<file path="src/rtl/router_1x3.sv">
// router_1x3: one byte-serial source port steered into three destination FIFOs.
// The header byte selects the FIFO (address 3 is dropped), packet parity is
// checked and reported on err, and each FIFO drains through valid/read_enb.
// Optional feature: define ROUTER_SOFT_RESET_EN to flush a destination FIFO
// that has sat unread for SOFT_RST_CYCLES cycles.
module router_1x3 #(
  parameter int FIFO_DEPTH      = 16,
  parameter int SOFT_RST_CYCLES = 30
) (
  input  logic       clk,
  input  logic       resetn,
  input  logic [7:0] data_in,
  input  logic       pkt_valid,
  input  logic       read_enb_0,
  input  logic       read_enb_1,
  input  logic       read_enb_2,
  output logic [7:0] data_out_0,
  output logic [7:0] data_out_1,
  output logic [7:0] data_out_2,
  output logic       valid_out_0,
  output logic       valid_out_1,
  output logic       valid_out_2,
  output logic       busy,
  output logic       err
);

  localparam int AW = $clog2(FIFO_DEPTH);
  localparam int CW = AW + 1;

  if ((FIFO_DEPTH < 2) || ((FIFO_DEPTH & (FIFO_DEPTH - 1)) != 0)) begin : g_chk_depth
    $error("FIFO_DEPTH must be a power of two >= 2");
  end
  if (SOFT_RST_CYCLES < 1) begin : g_chk_soft
    $error("SOFT_RST_CYCLES must be >= 1");
  end

  typedef enum logic [2:0] {
    DECODE_ADDRESS,
    WAIT_TILL_EMPTY,
    LOAD_DATA,
    CHECK_PARITY,
    DROP
  } state_t;

  state_t     r_state;
  logic [1:0] r_addr;
  logic [7:0] r_hdr;
  logic [7:0] r_parity;
  logic [7:0] r_rx_parity;
  logic       r_err;

  logic [2:0] w_empty;
  logic [2:0] w_full;
  logic [2:0] w_rd_req;
  logic [7:0] w_dout [3];

  logic       w_wr_go;
  logic [1:0] w_wr_addr;
  logic [7:0] w_wr_data;
  logic       w_busy;

  assign w_rd_req = {read_enb_2, read_enb_1, read_enb_0};

  // Select one of the three per-port flags by address; address 3 selects none.
  function automatic logic pick(input logic [2:0] v, input logic [1:0] a);
    case (a)
      2'd0:    return v[0];
      2'd1:    return v[1];
      2'd2:    return v[2];
      default: return 1'b0;
    endcase
  endfunction

  // Write request and source back-pressure, decoded from state and FIFO flags.
  always_comb begin
    w_wr_go   = 1'b0;
    w_wr_addr = r_addr;
    w_wr_data = data_in;
    w_busy    = 1'b0;
    case (r_state)
      DECODE_ADDRESS: begin
        w_wr_addr = data_in[1:0];
        w_wr_go   = pkt_valid && (data_in[1:0] != 2'd3) && pick(w_empty, data_in[1:0]);
      end
      WAIT_TILL_EMPTY: begin
        w_busy    = 1'b1;
        w_wr_data = r_hdr;
        w_wr_go   = pick(w_empty, r_addr);
      end
      LOAD_DATA: begin
        w_busy  = pick(w_full, r_addr);
        w_wr_go = !pick(w_full, r_addr);
      end
      CHECK_PARITY: begin
        w_busy = 1'b1;
      end
      default: begin
      end
    endcase
  end

  // Packet FSM: header decode, payload load, parity check and drop handling.
  always_ff @(posedge clk or negedge resetn) begin
    if (!resetn) begin
      r_state     <= DECODE_ADDRESS;
      r_addr      <= '0;
      r_hdr       <= '0;
      r_parity    <= '0;
      r_rx_parity <= '0;
      r_err       <= 1'b0;
    end else begin
      case (r_state)
        DECODE_ADDRESS: begin
          if (pkt_valid) begin
            r_hdr    <= data_in;
            r_addr   <= data_in[1:0];
            r_parity <= data_in;
            r_err    <= 1'b0;
            if (data_in[1:0] == 2'd3) begin
              r_state <= DROP;
            end else if (pick(w_empty, data_in[1:0])) begin
              r_state <= LOAD_DATA;
            end else begin
              r_state <= WAIT_TILL_EMPTY;
            end
          end
        end
        WAIT_TILL_EMPTY: begin
          if (pick(w_empty, r_addr)) begin
            r_state <= LOAD_DATA;
          end
        end
        LOAD_DATA: begin
          if (!pick(w_full, r_addr)) begin
            if (pkt_valid) begin
              r_parity <= r_parity ^ data_in;
            end else begin
              r_rx_parity <= data_in;
              r_state     <= CHECK_PARITY;
            end
          end
        end
        CHECK_PARITY: begin
          r_err   <= (r_parity != r_rx_parity);
          r_state <= DECODE_ADDRESS;
        end
        DROP: begin
          r_err <= 1'b0;
          if (!pkt_valid) begin
            r_state <= DECODE_ADDRESS;
          end
        end
        default: begin
          r_state <= DECODE_ADDRESS;
        end
      endcase
    end
  end

  for (genvar g = 0; g < 3; g++) begin : g_fifo
    logic [7:0]    r_mem [FIFO_DEPTH];
    logic [AW-1:0] r_wr_ptr;
    logic [AW-1:0] r_rd_ptr;
    logic [CW-1:0] r_count;
    logic [7:0]    r_dout;
    logic          w_wr_en;
    logic          w_rd_en;
    logic          w_flush;

    assign w_empty[g] = (r_count == '0);
    assign w_full[g]  = (r_count == CW'(FIFO_DEPTH));
    assign w_wr_en    = w_wr_go && (w_wr_addr == 2'(g));
    assign w_rd_en    = w_rd_req[g] && !w_empty[g];
    assign w_dout[g]  = r_dout;

`ifdef ROUTER_SOFT_RESET_EN
    localparam int IW = $clog2(SOFT_RST_CYCLES + 1);
    logic [IW-1:0] r_idle;

    assign w_flush = !w_empty[g] && !w_rd_req[g] && (r_idle == IW'(SOFT_RST_CYCLES - 1));

    // Count cycles that the head byte sits unread; any read or empty FIFO restarts it.
    always_ff @(posedge clk or negedge resetn) begin
      if (!resetn) begin
        r_idle <= '0;
      end else if (w_empty[g] || w_rd_req[g] || w_flush) begin
        r_idle <= '0;
      end else begin
        r_idle <= r_idle + IW'(1);
      end
    end
`else
    assign w_flush = 1'b0;
`endif

    // Storage array; written whenever the FSM targets this port and it is not full.
    always_ff @(posedge clk) begin
      if (w_wr_en) begin
        r_mem[r_wr_ptr] <= w_wr_data;
      end
    end

    // Pointers, occupancy and registered head byte.
    // A flush discards everything already stored but keeps a same-cycle write,
    // so the FSM can continue loading the packet into the emptied FIFO.
    always_ff @(posedge clk or negedge resetn) begin
      if (!resetn) begin
        r_wr_ptr <= '0;
        r_rd_ptr <= '0;
        r_count  <= '0;
        r_dout   <= '0;
      end else if (w_flush) begin
        r_rd_ptr <= r_wr_ptr;
        r_wr_ptr <= r_wr_ptr + AW'(w_wr_en);
        r_count  <= CW'(w_wr_en);
      end else begin
        if (w_wr_en) begin
          r_wr_ptr <= r_wr_ptr + AW'(1);
        end
        if (w_rd_en) begin
          r_rd_ptr <= r_rd_ptr + AW'(1);
          r_dout   <= r_mem[r_rd_ptr];
        end
        r_count <= r_count + CW'(w_wr_en) - CW'(w_rd_en);
      end
    end
  end

  assign data_out_0  = w_dout[0];
  assign data_out_1  = w_dout[1];
  assign data_out_2  = w_dout[2];
  assign valid_out_0 = !w_empty[0];
  assign valid_out_1 = !w_empty[1];
  assign valid_out_2 = !w_empty[2];
  assign busy        = w_busy;
  assign err         = r_err;

endmodule

</file>
<file path="config.mk">
export PLATFORM = sky130hd
export DESIGN_NAME = router_1x3
export DESIGN_NICKNAME = d
export VERILOG_FILES = /design/src/rtl/router_1x3.sv
export SDC_FILE = /design/constraint.sdc
export NUM_CORES = 1
export LEC_CHECK = 0
export ABC_AREA = 1
export CORE_UTILIZATION = 35
export DETAILED_ROUTE_END_ITERATION = 6
export GPL_TIMING_DRIVEN = 0
export HOLD_SLACK_MARGIN = 0.08
export PLACE_DENSITY = 0.51
export SYNTH_ARGS = -nofsm -noshare
export SYNTH_HDL_FRONTEND = slang
export SYNTH_SLANG_ARGS = --single-unit
export TNS_END_PERCENT = 1
</file>
<file path="constraint.sdc">
create_clock -name clk -period 3.5 [get_ports clk]
set_clock_uncertainty 0.15 [all_clocks]
set_input_delay 0.7 -clock clk [delete_from_list [all_inputs] [get_ports clk]]
set_output_delay 0.7 -clock clk [all_outputs]
set_load 0.02 [all_outputs]
</file>
==> impl_metrics.ini <==
[timing]
worstMarginPinSlew_ns = 1.07
setup_violations = 0
finalSetupTns_ns = 0
slew_headroom_pct = 28.5
fmax_mhz = 305
period_needed_ns = 3.28
fin_crit_sh_pct = 93.8
finalHoldViolCount = 0
slew_violations = 0
grt_setup_unrepaired = yes
whs_ns = 0.296
layout_setup_ws_ns = 0.218

[layout]
final_common_cell = edfxtp_1
final_layout_size_suffix_gt1_share_pct = 7.85
design_area_mm2 = 0.0235
diodes = 0
mostFrequentLayoutCells = 384 x edfxtp_1, 325 x nor2_1, 228 x o21ai_0, 224 x nand2_1, 91 x dfrtp_1
multi_input_area_mm2 = 0.00581
stdcell_count = 2654
fin_util_pct = 41.5
final_nets = 1909
fill_cells = 5467
layout.area.seq_mm2 = 0.0138
area_growth_pct = 16.6

[clock_network]
cts.sinks = 475
cts.path.max_buffers = 3
cts_tree = done
clock_latency_ns = 0.60
htreeDepth = 2
cts_buffers = 51
cts-root-buf = clkbuf_16
clkTransAtPathRegs_ns = 0.06

[floorplanning]
fp.dieW_um = 242
dieArea_mm2 = 0.0585
num_rows = 87
fp.dieH_um = 242
core_mm2 = 0.0566
initial_utilization_pct = 35.6
num_io_pins = 43

[logic_synthesis]
syn-num-nets = 1804
synthFlopType = edfxtp_1
synth_xor_area_share_pct = 1.74
ys_seq_elements = 475
synth.avg_cell_area_um2 = 11.5
synthSimpleGateAreaFrac_pct = 13.5
syn_area_mm2 = 0.0201
ys_types = 34
synth_compound_area_share_pct = 10.2
synthAdderAreaFrac_pct = 2.60
yosysWarningCount = 0
postSynthCellCount = 1750
synth_top_family_by_area = simple AND/OR/NAND/NOR gates
async_flop_share_pct = 19.2
muxShareOfSynthArea_pct = 0
yosysSeqAreaShare_pct = 68.6
synth-edff-count = 384

[power]
irDropWorstVdd_uv = 535
p_per_area_mw_per_mm2 = 908
power_mw = 21.3
p_leak_nw = 8.42

[job]
cap_violations = 0

[global_route]
antenna_found_initial = 0
grt_overflow = 0
grt_pass1_wl_um = 81800
grt_max_degree = 62
grtUsageTotal_pct = 18.2
grt_pass1_vias = 13610

[worst_setup_path]
crit_path_start_kind = flop
critPathKind = reg -> out
required_ns = 2.65
worstSetupEndpointType = primary output
critPathMaxFanout = 5
rrSetupSlack_ns = 0.23
critPathArrivalTime_ns = 2.43

[placed_design]
place_inst = 2555
io_buffers = 40
gp_congestion = 0.842
dpl_worst_slack_ns = -0.701
place_area_mm2 = 0.0218
hpwl_um = 35600

[routing]
drcViolationCount = 0
drtIter0Drc = 1187
drt_wl_total_um = 53500
vias_per_cell = 5.09
vias = 13507
ant_nets = 0
drtPass1Iterations = 5
wl_per_cell_um = 20.2

[min_path]
hp-class = in -> reg

[status]
status = finished clean
==> final timing paths <==
path,startpoint,end,cells past startpoint
worst max-delay path,r_addr[0],busy,7
worst min-delay path,data_in[0],r_rx_parity[0],3
worst max register to register,g_fifo[0].r_count[3],g_fifo[0].r_count[4],16
worst min register to register,data_out_1[7],data_out_1[7],2
max in group asynchronous,resetn,g_fifo[1].r_wr_ptr[1],3
min in group asynchronous,resetn,data_out_2[2],2
==> sequential cells by signal, indices dropped and copies added (netlist names), 8 cells and up <==
register         count
g_fifo.r_rd_ptr     12
r_rx_parity          8
r_parity             8
data_out_0           8
g_fifo.r_mem       384
g_fifo.r_wr_ptr     12
g_fifo.r_count      15
data_out_1           8
data_out_2           8
==> cell type report <==
class                      count  area share [%]
inverter                      92            1.47
buffer                        86            1.56
clock inverter                25           0.970
timing repair buffer          52            2.60
multi-input combinational   1097            24.8
clock buffer                  71            5.80
tap                          756            4.03
sequential                   475            58.8
==> synthesized netlist by cell type, types with 3 or more instances <==
| library cell | number | area, µm² |
|---|---|---|
| edfxtp_1 | 384 | 11500 |
| nor2_1 | 330 | 1240 |
| o21ai_0 | 237 | 1190 |
| nand2_1 | 229 | 860 |
| dfrtp_1 | 91 | 2280 |
| inv_1 | 82 | 308 |
| nand3_1 | 76 | 380 |
| o211ai_1 | 72 | 541 |
| clkbuf_1 | 52 | 195 |
| ha_1 | 37 | 463 |
| xor2_1 | 26 | 228 |
| o221ai_1 | 24 | 210 |
| buf_1 | 18 | 67.6 |
| buf_2 | 14 | 70.1 |
| xnor2_1 | 14 | 123 |
| a21oi_1 | 10 | 50.1 |
| nand3_2 | 8 | 80.1 |
| nand4_1 | 7 | 43.8 |
| clkinv_1 | 6 | 22.5 |
| nand2_2 | 6 | 37.5 |
| inv_2 | 4 | 15.0 |
| fa_1 | 3 | 60.1 |
| nor3_1 | 3 | 15.0 |
| o21ai_1 | 3 | 15.0 |
==> critical path: stages (launching register included) <==
cell	delay [ns]
dfrtp_1	0.40
inv_1	0.13
ha_1	0.32
inv_1	0.04
a21oi_1	0.21
nand3_2	0.18
o21ai_0	0.17
dlygate4sd2_1	0.38
==> layer usage <==
layer / part of all wire [%] / wire, µm / track usage (%) / vias up
met5: 0 / 0 / 0 / -
met4: 2.8 / 1490 / 5.99 / 0
met3: 5.9 / 3170 / 2.79 / 87
met2: 46 / 24500 / 29.2 / 397
met1: 45 / 24300 / 25.4 / 6660
li1: - / - / - / 6363
==> kinds of logic after synthesis <==
logic type | Yosys count
AOI/OAI and AO/OA | 351
adders and majority gates | 40
DFF | 475
buffers and inverters | 178
and+or+nand+nor | 666
xor gates and xnor gates | 40
==> timing repair <==
item | CTS | global route
endpoints found under the setup margin | 6 | 4
setup buffers | 0 | 2
resized for setup | 14 | 18
pin swaps | 1 | 5
endpoints found under the hold margin | 30 | 0
gates cloned | 0 | 0
hold buffers | 1 | 0
==> where the power goes <==
group          internal, mW  total, mW  switching [mW]
clock network          3.01       5.24            2.23
registers              7.39       7.81           0.424
logic                  2.48       8.26            5.78
(Power assumes the default switching activity.)
